$ cat config.mk
export PLATFORM = sky130hd
export DESIGN_NAME = sdram_arbiter
export DESIGN_NICKNAME = d
export VERILOG_FILES = /design/src/rtl/sdram_arbiter.sv
export SDC_FILE = /design/constraint.sdc
export NUM_CORES = 1
export LEC_CHECK = 0
export CORE_MARGIN = 4
export CORE_UTILIZATION = 54
export DETAILED_ROUTE_END_ITERATION = 6
export PLACE_DENSITY_LB_ADDON = 0.1
export SLEW_MARGIN = 15
export SYNTH_ARGS = -nofsm -noshare
export SYNTH_HDL_FRONTEND = slang
export SYNTH_SLANG_ARGS = --single-unit
$ cat constraint.sdc
create_clock -name CLK -period 2.7 [get_ports CLK]
set_input_delay 0.405 -clock CLK [delete_from_list [all_inputs] [get_ports CLK]]
set_output_delay 0.405 -clock CLK [all_outputs]
set_load 0.005 [all_outputs]
$ cat src/rtl/sdram_arbiter.sv
// sdram_arbiter: shares the single SDRAM command sequencer between the Zorro III
// port, the local DMA port and periodic auto-refresh. Refresh credits accumulate
// as debt so refresh can be postponed around bus bursts without being lost.
module sdram_arbiter #(
  parameter int REFRESH_INTERVAL = 390,
  parameter int URGENT_DEBT      = 6,
  parameter int MAX_DEBT         = 8,
  parameter int DMA_STARVE       = 4
) (
  input  logic       CLK,
  input  logic       RESET_n,
  input  logic       init_done,
  input  logic       z_req,
  input  logic       dma_req,
  input  logic       seq_busy,
  output logic       start_access,
  output logic       start_refresh,
  output logic       z_gnt,
  output logic       dma_gnt,
  output logic       sel_dma,
  output logic [3:0] refresh_debt,
  output logic       refresh_overrun
);

  localparam int TW = (REFRESH_INTERVAL > 1) ? $clog2(REFRESH_INTERVAL) : 1;
  localparam logic [TW-1:0] RELOAD = TW'(REFRESH_INTERVAL - 1);
  localparam logic [3:0] URGENT = 4'(URGENT_DEBT);
  localparam logic [3:0] SAT    = 4'(MAX_DEBT);
  localparam logic [2:0] STARVE = 3'(DMA_STARVE);

  localparam logic [1:0] IDLE  = 2'd0;
  localparam logic [1:0] GUARD = 2'd1;
  localparam logic [1:0] RUN   = 2'd2;

  logic [1:0]    state;
  logic [TW-1:0] timer;
  logic [2:0]    starve;
  logic          credit;
  logic          pick_refresh;
  logic          pick_z;
  logic          pick_dma;

  // Priority decision taken only in IDLE once the SDRAM is initialised.
  always_comb begin
    credit       = init_done && (timer == '0);
    pick_refresh = 1'b0;
    pick_z       = 1'b0;
    pick_dma     = 1'b0;
    if (state == IDLE && init_done) begin
      if (refresh_debt >= URGENT) begin
        pick_refresh = 1'b1;
      end else if (dma_req && starve >= STARVE) begin
        pick_dma = 1'b1;
      end else if (z_req) begin
        pick_z = 1'b1;
      end else if (dma_req) begin
        pick_dma = 1'b1;
      end else if (refresh_debt != 4'd0) begin
        pick_refresh = 1'b1;
      end
    end
  end

  // Control FSM with registered one-cycle start/grant pulses and the mux steering level.
  always_ff @(posedge CLK or negedge RESET_n) begin
    if (!RESET_n) begin
      state         <= IDLE;
      start_access  <= 1'b0;
      start_refresh <= 1'b0;
      z_gnt         <= 1'b0;
      dma_gnt       <= 1'b0;
      sel_dma       <= 1'b0;
    end else begin
      start_access  <= pick_z | pick_dma;
      start_refresh <= pick_refresh;
      z_gnt         <= pick_z;
      dma_gnt       <= pick_dma;
      case (state)
        IDLE: begin
          if (pick_z || pick_dma || pick_refresh) begin
            state   <= GUARD;
            sel_dma <= pick_dma;
          end
        end
        GUARD: begin
          state <= RUN;
        end
        RUN: begin
          if (!seq_busy) begin
            state   <= IDLE;
            sel_dma <= 1'b0;
          end
        end
        default: begin
          state   <= IDLE;
          sel_dma <= 1'b0;
        end
      endcase
    end
  end

  // Refresh interval timer: one credit each time it wraps, frozen until init is done.
  always_ff @(posedge CLK or negedge RESET_n) begin
    if (!RESET_n) begin
      timer <= RELOAD;
    end else if (init_done) begin
      if (timer == '0) begin
        timer <= RELOAD;
      end else begin
        timer <= timer - 1'b1;
      end
    end
  end

  // Refresh debt accumulator with saturation and a sticky overrun flag for lost credits.
  always_ff @(posedge CLK or negedge RESET_n) begin
    if (!RESET_n) begin
      refresh_debt    <= 4'd0;
      refresh_overrun <= 1'b0;
    end else begin
      if (credit && !pick_refresh) begin
        if (refresh_debt >= SAT) begin
          refresh_overrun <= 1'b1;
        end else begin
          refresh_debt <= refresh_debt + 4'd1;
        end
      end else if (!credit && pick_refresh) begin
        refresh_debt <= refresh_debt - 4'd1;
      end
    end
  end

  // Counts Zorro wins while DMA waits so DMA cannot be starved by a busy bus.
  always_ff @(posedge CLK or negedge RESET_n) begin
    if (!RESET_n) begin
      starve <= 3'd0;
    end else if (pick_dma || !dma_req) begin
      starve <= 3'd0;
    end else if (pick_z && starve != 3'd7) begin
      starve <= starve + 3'd1;
    end
  end

endmodule

=== After elaboration in Yosys (flattened, before gate mapping) ===
Cells that the tools add are included.

* $add $sub $neg: 4
* Order comparisons: 3
* Equal/unequal tests: 6
* Muxes and demuxes: 27
* Bitwise logic cells: 2
* Reductions and logical operators: 21

{| class="wikitable"
|+ Operators by type and width
! kind !! count
|-
| two-way mux 1 bit || 17
|-
| two-way mux 4 bit || 3
|-
| logical NOT 9 bit || 1
|-
| two-way mux 9 bit || 1
|-
| subtractor 9 x 1 -> 9 bit, second input constant || 1
|-
| logical AND 1 bit || 6
|-
| two-way mux 3 bit || 2
|-
| case mux 2 bit (3 select lines) || 1
|-
| AND reduction 2 bit || 3
|-
| adder 4 x 1 -> 4 bit, second input constant || 1
|-
| greater-or-equal comparator 4 x 3 -> 1 bit, second input constant || 1
|-
| greater-or-equal comparator 4 bit, second input constant || 1
|-
| two-way mux 2 bit || 2
|-
| inequality test 2 bit, second input constant || 2
|-
| nonzero test 2 bit || 2
|-
| nonzero test 4 bit || 1
|-
| subtractor 4 x 1 -> 4 bit, second input constant || 1
|-
| adder 3 x 1 -> 3 bit, second input constant || 1
|-
| greater-or-equal comparator 3 bit, second input constant || 1
|-
| logical NOT 1 bit || 3
|-
| logical OR 1 bit || 3
|-
| inequality test 3 bit, second input constant || 1
|-
| case mux 1 bit (3 select lines) || 1
|-
| AND reduction 3 bit || 1
|-
| other kinds (6) || 6
|}

* Flip-flop bits (word level): 24
* Input port bits: 6
* Logic and storage cells: 73

=== Longest topological paths before layout ===
* Depth after elaboration: 11
* Mapped depth: 11

=== Worst setup path before layout ===
OpenSTA, ideal clock, no wires.

* Kind: register -> register
* From: register timer[0]
* To: register refresh_debt[3]
* Data arrival time: 2274 ps
* Path slack: 292 ps
* Cell stages (with the launch flop): 12
* Path buffers: 1
* Period minus slack after synthesis: 2408 ps
* Cells stage by stage: dfstp_2 inv_1 ha_1 nor3b_2 and4_1 buf_4 o21ai_0 ha_1 a21o_1 a21o_1 o21ai_0 o211ai_1

* Cells in the longest elaborated chain, start to end: 6
* Elaborated cells on any way between the ends: 9

{| class="wikitable"
|+ RTL lines
! what !! line !! RTL
|-
| start: declaration || 36 || <nowiki>logic [TW-1:0] timer;</nowiki>
|-
| start signal: assignment || 110 || <nowiki>timer <= timer - 1'b1;</nowiki>
|-
| logical NOT 9 bit (*) || 45 || <nowiki>credit = init_done && (timer == '0);</nowiki>
|-
| logical AND 1 bit (*) || 45 ||
|-
| logical NOT 1 bit || 127 || <nowiki>end else if (!credit && pick_refresh) begin</nowiki>
|-
| logical AND 1 bit || 127 ||
|-
| nonzero test 2 bit (no source line) || n/a ||
|-
| AND reduction 2 bit (no source line) || n/a ||
|-
| end signal: assignment || 125 || <nowiki>refresh_debt <= refresh_debt + 4'd1;</nowiki>
|-
| end signal: assignment || 128 || <nowiki>refresh_debt <= refresh_debt - 4'd1;</nowiki>
|-
| end: declaration || 21 || <nowiki>output logic [3:0] refresh_debt,</nowiki>
|}

Every way passes the cells marked *; elsewhere a longest branch is shown, timed or not.
A chain may end at the register's enable or synchronous reset.

=== Worst setup path in the final report ===
* From: register refresh_debt[0]
* To: register refresh_debt[2]

* Cells in the longest elaborated chain, start to end: 11
* Elaborated cells on any way between the ends: 20

{| class="wikitable"
|+ RTL lines
! what !! line !! RTL
|-
| nonzero test 4 bit || 58 || <nowiki>end else if (refresh_debt != 4'd0) begin</nowiki>
|-
| two-way mux 1 bit || 58 ||
|-
| two-way mux 1 bit || 56 || <nowiki>end else if (dma_req) begin</nowiki>
|-
| two-way mux 1 bit || 54 || <nowiki>end else if (z_req) begin</nowiki>
|-
| two-way mux 1 bit || 52 || <nowiki>end else if (dma_req && starve >= STARVE) begin</nowiki>
|-
| two-way mux 1 bit || 50 || <nowiki>if (refresh_debt >= URGENT) begin</nowiki>
|-
| two-way mux 1 bit || 49 || <nowiki>if (state == IDLE && init_done) begin</nowiki>
|-
| logical NOT 1 bit || 121 || <nowiki>if (credit && !pick_refresh) begin</nowiki>
|-
| logical AND 1 bit || 121 ||
|-
| inequality test 2 bit (no source line) or nonzero test 2 bit (tied branches) || n/a ||
|-
| AND reduction 2 bit (no source line) || n/a ||
|}

Parallel ways exist; a longest one is shown, timed or not. The select of a mux whose other input is x is not followed.

==> impl_metrics.ini <==
[worst_hold_path]
hold_class = in -> async

[clock_tree]
postCtsHoldBufs = 0
cts_setup_buffers = 0
clock_sinks = 24
root_buffer = clkbuf_4
cts_buffer_depth = 2
postCtsResizedCells = 0
htreeDepth = 1
path_clk_slew_ns = 0.14
cts_tree = done
worstSkewPairLatency_ns = 0.33
cts-buffers-inserted = 3

[finish]
diodes = 0
final_nets = 165
area_growth_pct = 21.4
final_core_util_pct = 70.2
post_route_cells_drive_above_1_share_pct = 19.2
final_cell_mix = nor2_1 (20), dfrtp_1 (20), clkdlybuf4s50_1 (15)

[worst_setup_path]
path_buf_inv = 1
worstSetupPathType = reg -> reg
path_max_fanout = 6
r2r_slack_ns = 0.21
crit_path_frequent_cell = nor2_1
cp_cell_sequence = or2_2 > a21oi_1 > nor2_1 > nor2_1 > o21ai_0 > buf_4 > fa_1 > xor2_1 > mux2_1
cp_top_family = simple AND/OR/NAND/NOR gates
cp-end-kind = flop
rr_worst_depth = 9
rr_startpoint = refresh_debt[0]
crit_end = refresh_debt[2]
slowest_stage = dfrtp_1
r2r-end = refresh_debt[2]
startpoint = refresh_debt[0]
cp.depth = 9
crit_arrival_ns = 2.71
critPathMaxStageDelay_ns = 0.49
cp-start-kind = flop
crit_required_ns = 2.92

[timing]
rsz0062_at_grt = false
clock.fmax_ghz = 0.401
maxSlewViolCount = 0
setup_viol = 0
skew_ns = 0.00738
tightest_slew_ns = 0.732
post-route-period-util_pct = 92.4
max_slew_margin_pct = 50.5
hold_violations = 0
period_needed_ns = 2.49
tns_ns = 0

[detailed_routing]
vias_per_cell = 5.87
totalWireLength_mm = 2.81
drc_errors = 0
wl_met2_mm = 1.33
ant_nets = 0
dr.max_layer_used = met4
vias = 1051
drt-initial-drc-count = 47
met3_length_um = 144
firstDrtPassIters = 4
wl_per_cell_um = 15.7
wirelength_met1_mm = 1.26

[synthesis]
ys.flop_type = dfrtp_1
synth-adder-area-share_pct = 7.22
synthMuxAreaShare_pct = 3.42
ys_ff_latch = 24
synth_edf_count = 0
synth_nets = 139
synth_top_family_by_area = simple AND/OR/NAND/NOR gates
syn_inst = 126
synth-compound-area-share_pct = 14.5
yosys.area_share.simple_pct = 21.3
ys_seq_area_share_pct = 46.0
syn_area_sq_um = 1320
ys_async_sr_fraction_pct = 100
avgSynthCellArea_sq_um = 10.4
yosysWarnings = 0
synth-xor-area-share_pct = 3.99
synth_cell_types = 42

[floorplanning]
die_x_um = 57.4
coreArea_sq_um = 2280
rows = 17
ioPinCount = 16
die_area_sq_um = 3290
die_h_um = 57.4
initial_core_util_pct = 57.8

[power_and_ir_drop]
max-vdd-ir-drop_v = 0.000557
power_leakage_nw = 0.711
power_density_nw_per_um2 = 964

[flow_run]
max_cap_viol_count = 0

[grt]
grt_max_degree = 15
grt_pass1_vias = 1104
grt_util_all_layers_pct = 19.4
grt_overflow = 0
antenna_found_initial = 0
grt_pass1_wl_mm = 4.97

[placement]
port_buffers = 15
dp_hpwl_mm = 2.08
place_congestion = 0.836

[status]
status = finished clean
-- cell type report --
cell class	instances	area, sq um
Fill cell	187	678
Multi-Input combinational cell	93	664
Sequential cell	24	606
Timing Repair Buffer	24	218
Tap cell	28	35.0
Clock inverter	1	30.0
Clock buffer	3	22.5
Inverter	6	22.5
-- metrics by stage --
step	std cells	cell area [sq um]	hold WS, ns	worst slack, ns	total power, mW
floorplan	126	1320	0.109	0.292	1.03
global placement	175	1550	0.451	0.167	1.23
detailed placement	175	1550	0.458	0.0965	1.26
CTS	179	1600	0.426	0.202	1.54
global route	179	1600	0.444	0.0635	1.66
finish	179	1600	0.408	0.206	1.54
-- flip-flops by register name, indices dropped and copies added, names as in the netlist, 2 cells and up --
| name | count |
|---|---|
| timer | 9 |
| state | 2 |
| refresh_debt | 4 |
| starve | 3 |
-- cells by family (layout without fill, tap and decap cells) --
kind of cell,Yosys count,count (layout)
AO/OA/AOI/OAI,28,28
XOR/XNOR,6,6
adder cells (fa/ha/maj),7,7
buffers and inverters,9,34
flip-flops,24,24
multiplexers,4,4
AND/OR/NAND/NOR,48,48
-- how the worst min path moves through the flow --
| stage | to | slack (ns) | depth (start not counted) |
|---|---|---|---|
| 3_3_place_gp | refresh_overrun | 0.45 | 1 |
| 5_1_grt | refresh_overrun | 0.44 | 1 |
| 2_1_floorplan | dma_gnt | 0.11 | 0 |
| 6_report | start_refresh | 0.41 | 1 |
| 3_5_place_dp | refresh_overrun | 0.46 | 1 |
| 4_1_cts | start_refresh | 0.43 | 1 |
-- synth_stat cells (2+ instances only) --
cell type  number  area (sq um)
dfrtp_1        20           500
nor2_1         20          75.1
o21ai_0         8          40.0
nand2_1         7          26.3
ha_1            6          75.1
inv_1           6          22.5
a21oi_1         5          25.0
dfstp_2         4           105
nand2b_1        4          25.0
xor2_1          4          35.0
a31oi_1         3          18.8
nand3_1         3          15.0
or2_2           3          18.8
a21o_1          2          15.0
mux2i_1         2          20.0
o31ai_1         2          15.0
xnor2_1         2          17.5
-- power by group --
group	leakage [nW]	total, mW	internal (mW)	switching, mW
logic	0.385	0.628	0.326	0.301
registers	0.298	0.647	0.495	0.151
clock network	0.0279	0.267	0.150	0.116
-- routing by layer --
metal	track usage, %	vias up
met5	0	-
met4	9.60	0
met3	3.17	11
met2	31.3	39
met1	25.0	508
li1	-	493
(Power assumes the default switching activity.)
